<file path="src/rtl/signed_accum_adder_if.sv">
// Operand/result bundle for signed_accum_adder.
// The master drives operands and control; the slave (the adder) returns results.
interface signed_accum_adder_if #(
   parameter int N     = 4,
   parameter int CNT_W = 4
);
   logic                 in_valid;
   logic signed [N-1:0]  a;
   logic signed [N-1:0]  b;
   logic                 mode;
   logic                 clr;
   logic                 out_valid;
   logic signed [N:0]    c;
   logic                 ovf;
   logic [CNT_W-1:0]     acc_count;

   modport master (
      output in_valid, a, b, mode, clr,
      input  out_valid, c, ovf, acc_count
   );

   modport slave (
      input  in_valid, a, b, mode, clr,
      output out_valid, c, ovf, acc_count
   );
endinterface

</file>
<file path="src/rtl/signed_accum_adder.sv">
// Registered signed adder / accumulator.
// mode 0: c = a + b at N+1 bits.  mode 1: acc = acc + a with wrap or clamp
// on overflow, a sticky overflow flag and a saturating accumulate counter.
// The accumulator loop is always single-cycle; PIPE only delays c/out_valid.
module signed_accum_adder #(
   parameter int N     = 4,
   parameter int PIPE  = 1,
   parameter int SAT   = 0,
   parameter int CNT_W = 4
) (
   input  logic               clk,
   input  logic               rst,
   signed_accum_adder_if.slave bus
);

   logic signed [N:0]    acc;
   logic                 ovf_q;
   logic [CNT_W-1:0]     cnt_q;

   logic signed [N:0]    acc_base;
   logic                 ovf_base;
   logic [CNT_W-1:0]     cnt_base;
   logic [CNT_W-1:0]     cnt_next;
   logic signed [N:0]    add_res;
   logic signed [N+1:0]  sum;
   logic                 over_pos;
   logic                 over_neg;
   logic signed [N:0]    acc_next;

   logic signed [N:0]    c1;
   logic                 v1;

   // Next-state arithmetic; clr zeroes the accumulator view before the add
   // so a clearing accumulate starts from sext(a).
   always_comb begin
      acc_base = bus.clr ? '0 : acc;
      ovf_base = bus.clr ? 1'b0 : ovf_q;
      cnt_base = bus.clr ? '0 : cnt_q;

      add_res  = {bus.a[N-1], bus.a} + {bus.b[N-1], bus.b};
      sum      = {acc_base[N], acc_base} + {{2{bus.a[N-1]}}, bus.a};

      // Top two bits disagree only when the N+2-bit sum left the N+1-bit range.
      over_pos = ~sum[N+1] &  sum[N];
      over_neg =  sum[N+1] & ~sum[N];

      if (over_pos && (SAT != 0))
         acc_next = {1'b0, {N{1'b1}}};
      else if (over_neg && (SAT != 0))
         acc_next = {1'b1, {N{1'b0}}};
      else
         acc_next = sum[N:0];

      cnt_next = (&cnt_base) ? cnt_base : cnt_base + CNT_W'(1);
   end

   // Accumulator state: updated by accepted accumulates, cleared by clr otherwise.
   always_ff @(posedge clk or posedge rst) begin
      if (rst) begin
         acc   <= '0;
         ovf_q <= 1'b0;
         cnt_q <= '0;
      end else if (bus.in_valid && bus.mode) begin
         acc   <= acc_next;
         ovf_q <= ovf_base | over_pos | over_neg;
         cnt_q <= cnt_next;
      end else if (bus.clr) begin
         acc   <= '0;
         ovf_q <= 1'b0;
         cnt_q <= '0;
      end
   end

   // First result stage: captures the result on accept, holds c otherwise.
   always_ff @(posedge clk or posedge rst) begin
      if (rst) begin
         c1 <= '0;
         v1 <= 1'b0;
      end else begin
         v1 <= bus.in_valid;
         if (bus.in_valid)
            c1 <= bus.mode ? acc_next : add_res;
      end
   end

   generate
      if (PIPE == 2) begin : g_pipe2
         logic signed [N:0] c2;
         logic              v2;

         // Extra output stage; c1 already holds between accepts, so copy it.
         always_ff @(posedge clk or posedge rst) begin
            if (rst) begin
               c2 <= '0;
               v2 <= 1'b0;
            end else begin
               c2 <= c1;
               v2 <= v1;
            end
         end

         assign bus.c         = c2;
         assign bus.out_valid = v2;
      end else begin : g_pipe1
         assign bus.c         = c1;
         assign bus.out_valid = v1;
      end
   endgenerate

   // Flags track the accepting edge, independent of output latency.
   assign bus.ovf       = ovf_q;
   assign bus.acc_count = cnt_q;

endmodule

</file>
<file path="src/flat_wrapper.sv">
// flat-port wrapper written by rule: the top's interface ports become plain ports
module signed_accum_adder_flat 
#(
   parameter int N     = 4,
   parameter int PIPE  = 1,
   parameter int SAT   = 0,
   parameter int CNT_W = 4
)
  (clk, rst, bus_in_valid, bus_a, bus_b, bus_mode, bus_clr, bus_out_valid, bus_c, bus_ovf, bus_acc_count);
  signed_accum_adder_if #(.N(N), .CNT_W(CNT_W)) bus_i ();
  input  logic clk;
  input  logic rst;
  input wire logic [$bits(bus_i.in_valid)-1:0] bus_in_valid;
  input wire logic [$bits(bus_i.a)-1:0] bus_a;
  input wire logic [$bits(bus_i.b)-1:0] bus_b;
  input wire logic [$bits(bus_i.mode)-1:0] bus_mode;
  input wire logic [$bits(bus_i.clr)-1:0] bus_clr;
  output wire logic [$bits(bus_i.out_valid)-1:0] bus_out_valid;
  output wire logic [$bits(bus_i.c)-1:0] bus_c;
  output wire logic [$bits(bus_i.ovf)-1:0] bus_ovf;
  output wire logic [$bits(bus_i.acc_count)-1:0] bus_acc_count;
  assign bus_i.in_valid = bus_in_valid;
  assign bus_i.a = bus_a;
  assign bus_i.b = bus_b;
  assign bus_i.mode = bus_mode;
  assign bus_i.clr = bus_clr;
  assign bus_out_valid = bus_i.out_valid;
  assign bus_c = bus_i.c;
  assign bus_ovf = bus_i.ovf;
  assign bus_acc_count = bus_i.acc_count;
  signed_accum_adder #(.N(N), .PIPE(PIPE), .SAT(SAT), .CNT_W(CNT_W)) u_core (.clk(clk), .rst(rst), .bus(bus_i));
endmodule
</file>
<file path="config.mk">
export PLATFORM = sky130hd
export DESIGN_NAME = signed_accum_adder_flat
export DESIGN_NICKNAME = d
export VERILOG_FILES = /design/src/rtl/signed_accum_adder_if.sv /design/src/rtl/signed_accum_adder.sv /design/src/flat_wrapper.sv
export SDC_FILE = /design/constraint.sdc
export NUM_CORES = 1
export LEC_CHECK = 0
export ABC_AREA = 1
export CORE_UTILIZATION = 30
export CTS_CLUSTER_DIAMETER = 60
export DETAILED_ROUTE_END_ITERATION = 12
export GPL_TIMING_DRIVEN = 1
export PLACE_DENSITY = 0.52
export SETUP_SLACK_MARGIN = 0.15
export SYNTH_ARGS = -nofsm -noshare
export SYNTH_HDL_FRONTEND = slang
export SYNTH_SLANG_ARGS = --single-unit
</file>
<file path="constraint.sdc">
create_clock -name clk -period 5 [get_ports clk]
set_clock_uncertainty 0.15 [all_clocks]
set_input_delay 1.5 -clock clk [delete_from_list [all_inputs] [get_ports clk]]
set_output_delay 1.5 -clock clk [all_outputs]
set_load 0.01 [all_outputs]
</file>
After elaboration in Yosys (flattened, before gate mapping) --
Cells that the tools add are included.
Storage, ports and cells: bits of input ports 13, output and inout bits 11, register bits 16, logic and storage cells 24
Operators by class: reduce and logical (&&, ||, !) cells 2, muxes and demuxes 8, bitwise logic cells 6, add/sub/neg operators 3
Operator list (count):
- $mux W5 | 3
- $mux W4 | 3
- $add A5 B4 Y6 | 1
- $add A4 B4 Y5 | 1
- $add A4 B1 Y4 const B | 1
- $reduce_and A4 Y1 | 1
- $and A1 B1 Y1 | 2
- $mux W1 | 2
- $not A1 Y1 | 2
- $or A1 B1 Y1 | 2
- $logic_and A1 B1 Y1 | 1

Depth between registers and ports, before layout --
Gate-level depths: netlist of run 1.
word-level depth 7, mapped depth 13, depth with buffers taken out 13

Worst setup path after synthesis of run 1 --
No wires, ideal clock.
path type input -> register, start point in bus_clr, end point reg u_core.c1[4], in the netlist u_core.bus.c[4], setup time 0.130 ns, data required time 4.720 ns, slack 1.850 ns, stages on the path 12, path buffers 1, arrival 2.869 ns, path through buf_6 > nor2_1 > ha_1 > inv_1 > fa_1 > nand3b_1 > nand2_1 > nand2_1 > nand2_1 > inv_1 > nand2_1 > o211ai_1
On the way: longest elaborated chain between the ends 3
RTL lines:
- start, declared | RTL line flat_wrapper.sv:17 | input wire logic [$bits(bus_i.clr)-1:0] bus_clr;
- $mux W5
- $add A5 B4 Y6 | RTL line signed_accum_adder.sv:41 | sum = {acc_base[N], acc_base} + {{2{bus.a[N-1]}}, bus.a};
- $mux W5 | RTL line signed_accum_adder.sv:82 | c1 <= bus.mode ? acc_next : add_res;
- end signal, assigned | RTL line signed_accum_adder.sv:82
- end, declared | RTL line signed_accum_adder.sv:30 | logic signed [N:0] c1;
Every way passes these cells. A chain may end at the register's enable or synchronous reset.

Final worst setup path of run 1 --
Same ends and word-level chain as after synthesis.

==> run summary, run 1 <==
PostCTS Resize Cnt -> 0
Final core area utilization -> 41.7%
Cell occurring most often along the worst timing path -> sky130_fd_sc_hd__nand2_1
Cell types occupying the most area after synthesis -> sky130_fd_sc_hd__dfrtp_1 36%, sky130_fd_sc_hd__nand2_1 12%, sky130_fd_sc_hd__ha_1 11%, sky130_fd_sc_hd__inv_1 8.4%, sky130_fd_sc_hd__nand3_1 4.9%
Fmax -> 271 MHz
Mean post-synth cell area -> 7.84 sq um
Grt ovf -> 0
Biggest cell delay along the critical path -> 0.66 ns
Floorplan Core Area -> 0.00344 sq mm
N_diodes -> 0
Maximum buffer depth of the clock tree -> 2
Number of unique standard cell types used by synthesis -> 24
Post-Synthesis Cells -> 142
Area Growth Syn to Fin -> 28.8%
Via count of the first global-routing pass -> 1,039
Count of buffers inserted at the top-level ports -> 23
Pre-Repair DR Iteration Count -> 5
Clock latency on the worst-skew pair -> 0.25 ns
First DRT Iteration DRCs -> 29
Min-Delay Path Class -> reg -> reg
Clock buffer count from CTS -> 3
Overall die width -> 62.9 um
Number of buffers added for setup after CTS -> 0
Final antenna-violating net count -> 0
RSZ-0062 raised after global routing -> false
Sort of element at the end of the critical path -> flip-flop
Number of hold buffers added after cts -> 0
Critical path, cell by cell -> clkdlybuf4s50_1 -> nor2_1 -> ha_1 -> inv_1 -> fa_1 -> nand3b_1 -> nand2_1 -> nand2_1 -> nand2_1 -> inv_1 -> nand2_1 -> o211ai_1
Number of H-tree levels -> 1
Area share of the leading cell type in the synthesized netlist -> 36.0%
Most frequent cells in the layout -> 36 x sky130_fd_sc_hd__nand2_1, 25 x sky130_fd_sc_hd__inv_1, 23 x sky130_fd_sc_hd__clkdlybuf4s50_1, 16 x sky130_fd_sc_hd__dfrtp_1, 13 x sky130_fd_sc_hd__nor2_1
Synthesized net count -> 167
Top-Level Pins -> 24
Cell type with the largest total area after synthesis -> sky130_fd_sc_hd__dfrtp_1
Filler instances -> 347
Worst relative slew slack -> 57.2%
Share of the clock period used by the worst path after layout -> 73.7%
Worst Tran Pin Value -> 0.642 ns
Flop and latch count out of synthesis -> 16
Die boundary height -> 62.9 um
Finish-stage setup viols -> 0
Wire length reported by the detailed router -> 2480 um
Data arrival time of the critical path -> 3.66 ns
Initial standard-cell utilization of the core -> 32.4%
Cell area reported after detailed placement -> 0.00138 sq mm
Fraction of layout cells with a size suffix above 1 -> 7.19%
Worst ir drop on vdd -> 0.127 mV
Post-synth top flop -> sky130_fd_sc_hd__dfrtp_1
Wire length of the first global-routing pass -> 4540 um
Portion of the post-synthesis area used by sequential elements -> 36.0%
Leakage power of the design -> 0.720 nW
Commonest non-fill, non-tap cell in the layout -> sky130_fd_sc_hd__nand2_1
Number of placement rows -> 21
Status -> finished, final reports clean
Clock tree from TritonCTS -> built
Count of maximum capacitance violations -> 0
Area of the die -> 0.00396 sq mm
Design Area, Final -> 0.00143 sq mm
Number of endpoints with negative hold slack in the final report -> 0
CTS clock-pin slew for the worst setup and hold paths -> 0.07 ns
Post-detailed-route DRC marker count -> 0
CP Launch Type -> primary input
Pwr Density -> 259 mW/mm^2
Post-synth design cell area -> 0.00111 sq mm
Final RePlAce weighted congestion -> 0.858
Clock Tree Root -> sky130_fd_sc_hd__clkbuf_8
Overall fraction of global-route tracks in use -> 14.8%
Max Fanout on Critical Path -> 9
Number of max-slew violations in the final report -> 0
Post-synth EDFFs -> 0
Final min period -> 3.69 ns
Aggregate negative setup slack -> 0 ns
Synth warn -> 0
Clock sink total -> 16
Routed length per instance -> 11.6 um
Pin count of the biggest net entering global routing -> 17
Data required time of the critical path -> 4.98 ns
Post-synthesis async set-or-reset flop share -> 100%
Antenna violations before repair -> 0
DPL Wire Length -> 1990 um
Via count normalized by instance count -> 4.69
Crit path kind -> in -> reg
Slowest cell on the critical path -> sky130_fd_sc_hd__clkdlybuf4s50_1
Final-stage net count -> 193
Via Count -> 998
==> registers in the layout, summed over array words and instances, names as in the netlist <==
name and count:
u_core.acc 5, u_core.bus.c 5, u_core.bus.acc_count 4, u_core.bus.out_valid 1, u_core.bus.ovf 1
==> power breakdown <==
group | internal [W] | total (W) | switching (W)
registers | 0.000144 | 0.000151 | 0.00000664
clock network | 0.0000699 | 0.000118 | 0.0000481
logic | 0.0000496 | 0.000103 | 0.0000530
total | 0.000263 | 0.000371 | 0.000108
==> per-layer routing <==
layer	vias to the layer above	GRT usage [%]	wire length [um]
met4	0	6.40	41
met2	35	24.7	1180
met1	456	18.2	1130
met3	6	2.92	133
met5	-	0	0
li1	501	-	-
==> cell families after synthesis <==
group / synth area share [%]
DFF: 36.0
adders and majority gates: 14.8
xor gates and xnor gates: 1.57
and+or+nand+nor: 28.8
AOI/OAI and AO/OA: 7.42
buffers and inverters: 11.5
==> cell usage after synthesis, types with 2 or more instances <==
cell                       n
sky130_fd_sc_hd__fa_1      2
sky130_fd_sc_hd__xnor2_1   2
sky130_fd_sc_hd__nand2_1  36
sky130_fd_sc_hd__ha_1     10
sky130_fd_sc_hd__nand3_1  11
sky130_fd_sc_hd__nor3_1    2
sky130_fd_sc_hd__a21oi_1   2
sky130_fd_sc_hd__inv_1    25
sky130_fd_sc_hd__or2_2     2
sky130_fd_sc_hd__o21ai_0   3
sky130_fd_sc_hd__dfrtp_1  16
sky130_fd_sc_hd__inv_2     3
sky130_fd_sc_hd__buf_6     2
sky130_fd_sc_hd__nor2_1   13
sky130_fd_sc_hd__nand4_1   3
sky130_fd_sc_hd__a31oi_1   2
==> final cells by class <==
type	instances	area (sq um)	area share (%)
multi-input combinational	96	586	40.8
sequential	16	400	27.9
timing repair buffer	23	230	16.1
inverter	28	105	7.33
tap	46	57.6	4.01
clock buffer	4	55.1	3.84
==> through the flow <==
stage | hold WS [ns] | std cells | total power [W] | setup slack [ns]
6_report | 0.352 | 213 | 0.000371 | 1.31
5_1_grt | 0.393 | 213 | 0.000399 | 1.12
4_1_cts | 0.359 | 213 | 0.000377 | 1.33
3_5_place_dp | 0.342 | 209 | 0.000256 | 1.06
3_3_place_gp | 0.337 | 209 | 0.000255 | 1.12
2_1_floorplan | 0.361 | 142 | 0.000212 | 1.85
==> critical path: cells and delay by family <==
kind,cells,cell delay [ns]
and+or+nand+nor,6,0.73
buffers and inverters,3,0.76
adders and majority gates,2,0.58
AOI/OAI and AO/OA,1,0.08
==> worst paths after layout <==
check / from / endpoint / slack, ns / cells past startpoint
min reg2reg: u_core.bus.c[0]$_DFFE_PP0P_ / u_core.bus.c[0]$_DFFE_PP0P_ / 0.35 / 2
max in group asynchronous: rst / u_core.acc[3]$_DFF_PP0_ / 2.81 / 2
min: u_core.bus.c[0]$_DFFE_PP0P_ / u_core.bus.c[0]$_DFFE_PP0P_ / 0.35 / 2
max: bus_clr / u_core.bus.c[4]$_DFFE_PP0P_ / 1.31 / 12
min in group asynchronous: rst / u_core.bus.c[0]$_DFFE_PP0P_ / 1.47 / 2
max reg2reg: u_core.acc[0]$_DFF_PP0_ / u_core.bus.c[4]$_DFFE_PP0P_ / 2.99 / 12
Power figures use the tool's default switching activity.
==> run 2, diff against run 1 <==
--- a/config.mk
+++ b/config.mk
@@ -10,7 +10,7 @@
 export CTS_CLUSTER_DIAMETER = 60
 export DETAILED_ROUTE_END_ITERATION = 12
 export GPL_TIMING_DRIVEN = 1
-export PLACE_DENSITY = 0.52
+export PLACE_DENSITY = 0.54
 export SETUP_SLACK_MARGIN = 0.15
 export SYNTH_ARGS = -nofsm -noshare
 export SYNTH_HDL_FRONTEND = slang
==> constraint.sdc (replaced) <==
create_clock -name clk -period 3.2 [get_ports clk]
set_clock_uncertainty 0.15 [all_clocks]
set_input_delay 0.96 -clock clk [delete_from_list [all_inputs] [get_ports clk]]
set_output_delay 0.96 -clock clk [all_outputs]
set_load 0.01 [all_outputs]
==> run 2 against run 1 <==
  * Core utilization grew 0.29 points
  * First-iteration DRC count grew 34%
  * Cell area grew 0.70%
  * Combinational power grew 57%
  * Die area is the same
  * Flip-flop and latch count is the same
  * Non-clock buffer count grew 1
  * Hold slack lost 0.0094 ns
  * Final cell count grew 0.47%
  * Worst setup slack lost 0.92 ns
  * Via count shrank 1.9%
  * Sequential power grew 56%
  * Critical path type unchanged
==> run summary, run 2 (synthesis gave the netlist of run 1 again) <==
Placement-stage worst setup slack -> 0.0977 ns (-0.961 ns)
Worst Tran Pin Value -> 0.647 ns (+0.00558 ns)
Final-stage net count -> 194 (+0.52%)
Worst ir drop on vdd -> 0.152 mV (+20%)
Max Used Layer -> met4
Fraction of layout cells with a size suffix above 1 -> 8.33% (+1.1 points)
Die boundary height -> 62.9 um (unchanged)
Final Worst Setup Slack -> 0.390 ns (-0.925 ns)
Clock Power Share -> 31.4% (-0.4 points)
Initial standard-cell utilization of the core -> 32.4% (unchanged)
Pwr Density -> 402 mW/mm^2 (+55%)
Wire length reported by the detailed router -> 2470 um (-0.60%)
Number of max-slew violations in the final report -> 0 (unchanged)
Combinational group share of total power -> 28.0% (+0.4 points)
Overall fraction of global-route tracks in use -> 13.9% (-0.88 points)
Status -> finished, final reports clean
Clock sink total -> 16 (unchanged)
Sequential standard cell area -> 400 sq um (unchanged)
Via count of the first global-routing pass -> 933 (-10%)
Antenna violations before repair -> 0 (unchanged)
RSZ-0062 raised after global routing -> false
Pin count of the biggest net entering global routing -> 17 (unchanged)
Data arrival time of the critical path -> 2.80 ns (-0.86 ns)
Overall die width -> 62.9 um (unchanged)
Final antenna-violating net count -> 0 (unchanged)
Count of buffers inserted at the top-level ports -> 23 (unchanged)
Maximum buffer depth of the clock tree -> 2 (unchanged)
Hold-critical path depth -> 2 (unchanged)
Most frequent cells in the layout -> 36 x sky130_fd_sc_hd__nand2_1, 25 x sky130_fd_sc_hd__inv_1, 23 x sky130_fd_sc_hd__clkdlybuf4s50_1, 16 x sky130_fd_sc_hd__dfrtp_1, 12 x sky130_fd_sc_hd__nor2_1
Final min period -> 2.81 ns
Number of H-tree levels -> 1 (unchanged)
WHS -> 0.342 ns (-0.00939 ns)
Floorplan Core Area -> 0.00344 sq mm (unchanged)
Top-Level Pins -> 24 (unchanged)
Sort of element at the end of the critical path -> flip-flop
Switching share of power -> 28.8% (-0.22 points)
Sequential group share of total power -> 40.7% (about the same)
N_diodes -> 0 (unchanged)
Total design power -> 0.000580 W (+56%)
Count of maximum capacitance violations -> 0 (unchanged)
Via count normalized by instance count -> 4.57 (-2.4%)
Sw Pwr -> 0.000167 W (+55%)
CTS clock-pin slew for the worst setup and hold paths -> 0.07 ns (about the same)
CP Launch Type -> primary input
Commonest non-fill, non-tap cell in the layout -> sky130_fd_sc_hd__nand2_1
Finish-stage setup viols -> 0 (unchanged)
Crit path kind -> in -> reg
Clock Tree Root -> sky130_fd_sc_hd__clkbuf_8
Share of the clock period used by the worst path after layout -> 87.8%
Area Growth Syn to Fin -> 29.7%
Logic depth of the worst register-to-register path -> 12 (unchanged)
Via Count -> 979 (-1.9%)
Met2 layer wire length in the routed design -> 1140 um (-2.8%)
Max Fanout on Critical Path -> 3 (-6)
Number of placement rows -> 21 (unchanged)
Grt ovf -> 0 (unchanged)
Number of hold buffers added after cts -> 0 (unchanged)
Clock tree from TritonCTS -> built
DPL Wire Length -> 1980 um (-0.31%)
Metal3 WL -> 88 um (-34%)
Worst relative slew slack -> 56.8% (-0.37 points)
Area of the die -> 0.00396 sq mm (unchanged)
Min-Delay Path Class -> reg -> reg
Internal power of the cells -> 0.000413 W (+57%)
First DRT Iteration DRCs -> 39 (+34%)
Cell area reported after detailed placement -> 0.00139 sq mm (+0.54%)
Post-detailed-route DRC marker count -> 0 (unchanged)
Pre-Repair DR Iteration Count -> 5 (unchanged)
Design Area, Final -> 0.00144 sq mm (+0.70%)
Leakage power of the design -> 0.725 nW (+0.64%)
Clock latency on the worst-skew pair -> 0.25 ns (about the same)
Fmax -> 356 MHz
Detailed-route wire length on metal 1 -> 1190 um (+5.1%)
Aggregate negative setup slack -> 0 ns (unchanged)
Routed length per instance -> 11.5 um (-1.1%)
Wire length of the first global-routing pass -> 4210 um (-7.3%)
Final RePlAce weighted congestion -> 0.795 (-7.4%)
Area of the multi-input gates -> 588 sq um (+0.43%)
Number of endpoints with negative hold slack in the final report -> 0 (unchanged)
Clock buffer count from CTS -> 3 (unchanged)
Filler instances -> 354 (+2.0%)
Data required time of the critical path -> 3.19 ns (-1.79 ns)
-- run 2: cell types whose count changed in the layout (fill, tap and decap cells not counted), sizes merged --
cell	change
buf	+1
-- run 2: layout make-up --
| class | instances | share of cell area, % |
|---|---|---|
| clock buffer | 4 | 3.81 |
| inverter | 28 | 7.28 |
| multi-input combinational | 96 | 40.7 |
| sequential | 16 | 27.7 |
| tap | 46 | 3.99 |
| timing repair buffer | 24 | 16.5 |
-- run 2: power by group through the flow --
stage / logic, W / registers (W) / clock network (W)
detailed placement: 0.000162 / 0.000239 / 0
floorplan: 0.0000849 / 0.000246 / 0
global route: 0.000182 / 0.000238 / 0.000198
global placement: 0.000161 / 0.000239 / 0
CTS: 0.000163 / 0.000236 / 0.000189
finish: 0.000162 / 0.000236 / 0.000182
-- run 2: worst paths after layout --
path / slack [ns] / startpoint / endpoint
max reg2reg: 1.24 / u_core.acc[0]$_DFF_PP0_ / u_core.bus.c[4]$_DFFE_PP0P_
min in group asynchronous: 0.94 / rst / u_core.bus.c[2]$_DFFE_PP0P_
max: 0.39 / bus_clr / u_core.bus.c[4]$_DFFE_PP0P_
min reg2reg: 0.34 / u_core.bus.ovf$_DFF_PP0_ / u_core.bus.ovf$_DFF_PP0_
min: 0.34 / u_core.bus.ovf$_DFF_PP0_ / u_core.bus.ovf$_DFF_PP0_
max in group asynchronous: 1.54 / rst / u_core.bus.acc_count[0]$_DFF_PP0_
-- run 2: metal layers --
metal	GRT usage (%)	up-vias
met3	2.19	5
li1	-	498
met4	6.69	0
met5	0	-
met1	16.9	452
met2	23.5	24
-- run 2: what timing repair did --
item	4_1_cts	5_1_grt
setup endpoints to repair	0	1
gates resized for setup	0	1
endpoints found under the hold margin	0	0
setup buffers	0	0
-- run 2: through the flow --
stage	util [%]	instances
after floorplan	-	142
after global placement	40.3	210
after CTS	41.9	214
final	41.9	214
after detailed placement	40.3	210
after global routing	41.9	214
-- run 2: worst max-delay path, stage by stage --
cell and delay, ns:
sky130_fd_sc_hd__clkdlybuf4s50_1 0.46, sky130_fd_sc_hd__nor2_2 0.15, sky130_fd_sc_hd__ha_1 0.18, sky130_fd_sc_hd__inv_1 0.06, sky130_fd_sc_hd__fa_1 0.39, sky130_fd_sc_hd__nand3b_1 0.19
sky130_fd_sc_hd__nand2_1 0.08, sky130_fd_sc_hd__nand2_1 0.05, sky130_fd_sc_hd__nand2_1 0.07, sky130_fd_sc_hd__inv_1 0.06, sky130_fd_sc_hd__nand2_1 0.07, sky130_fd_sc_hd__o211ai_1 0.08
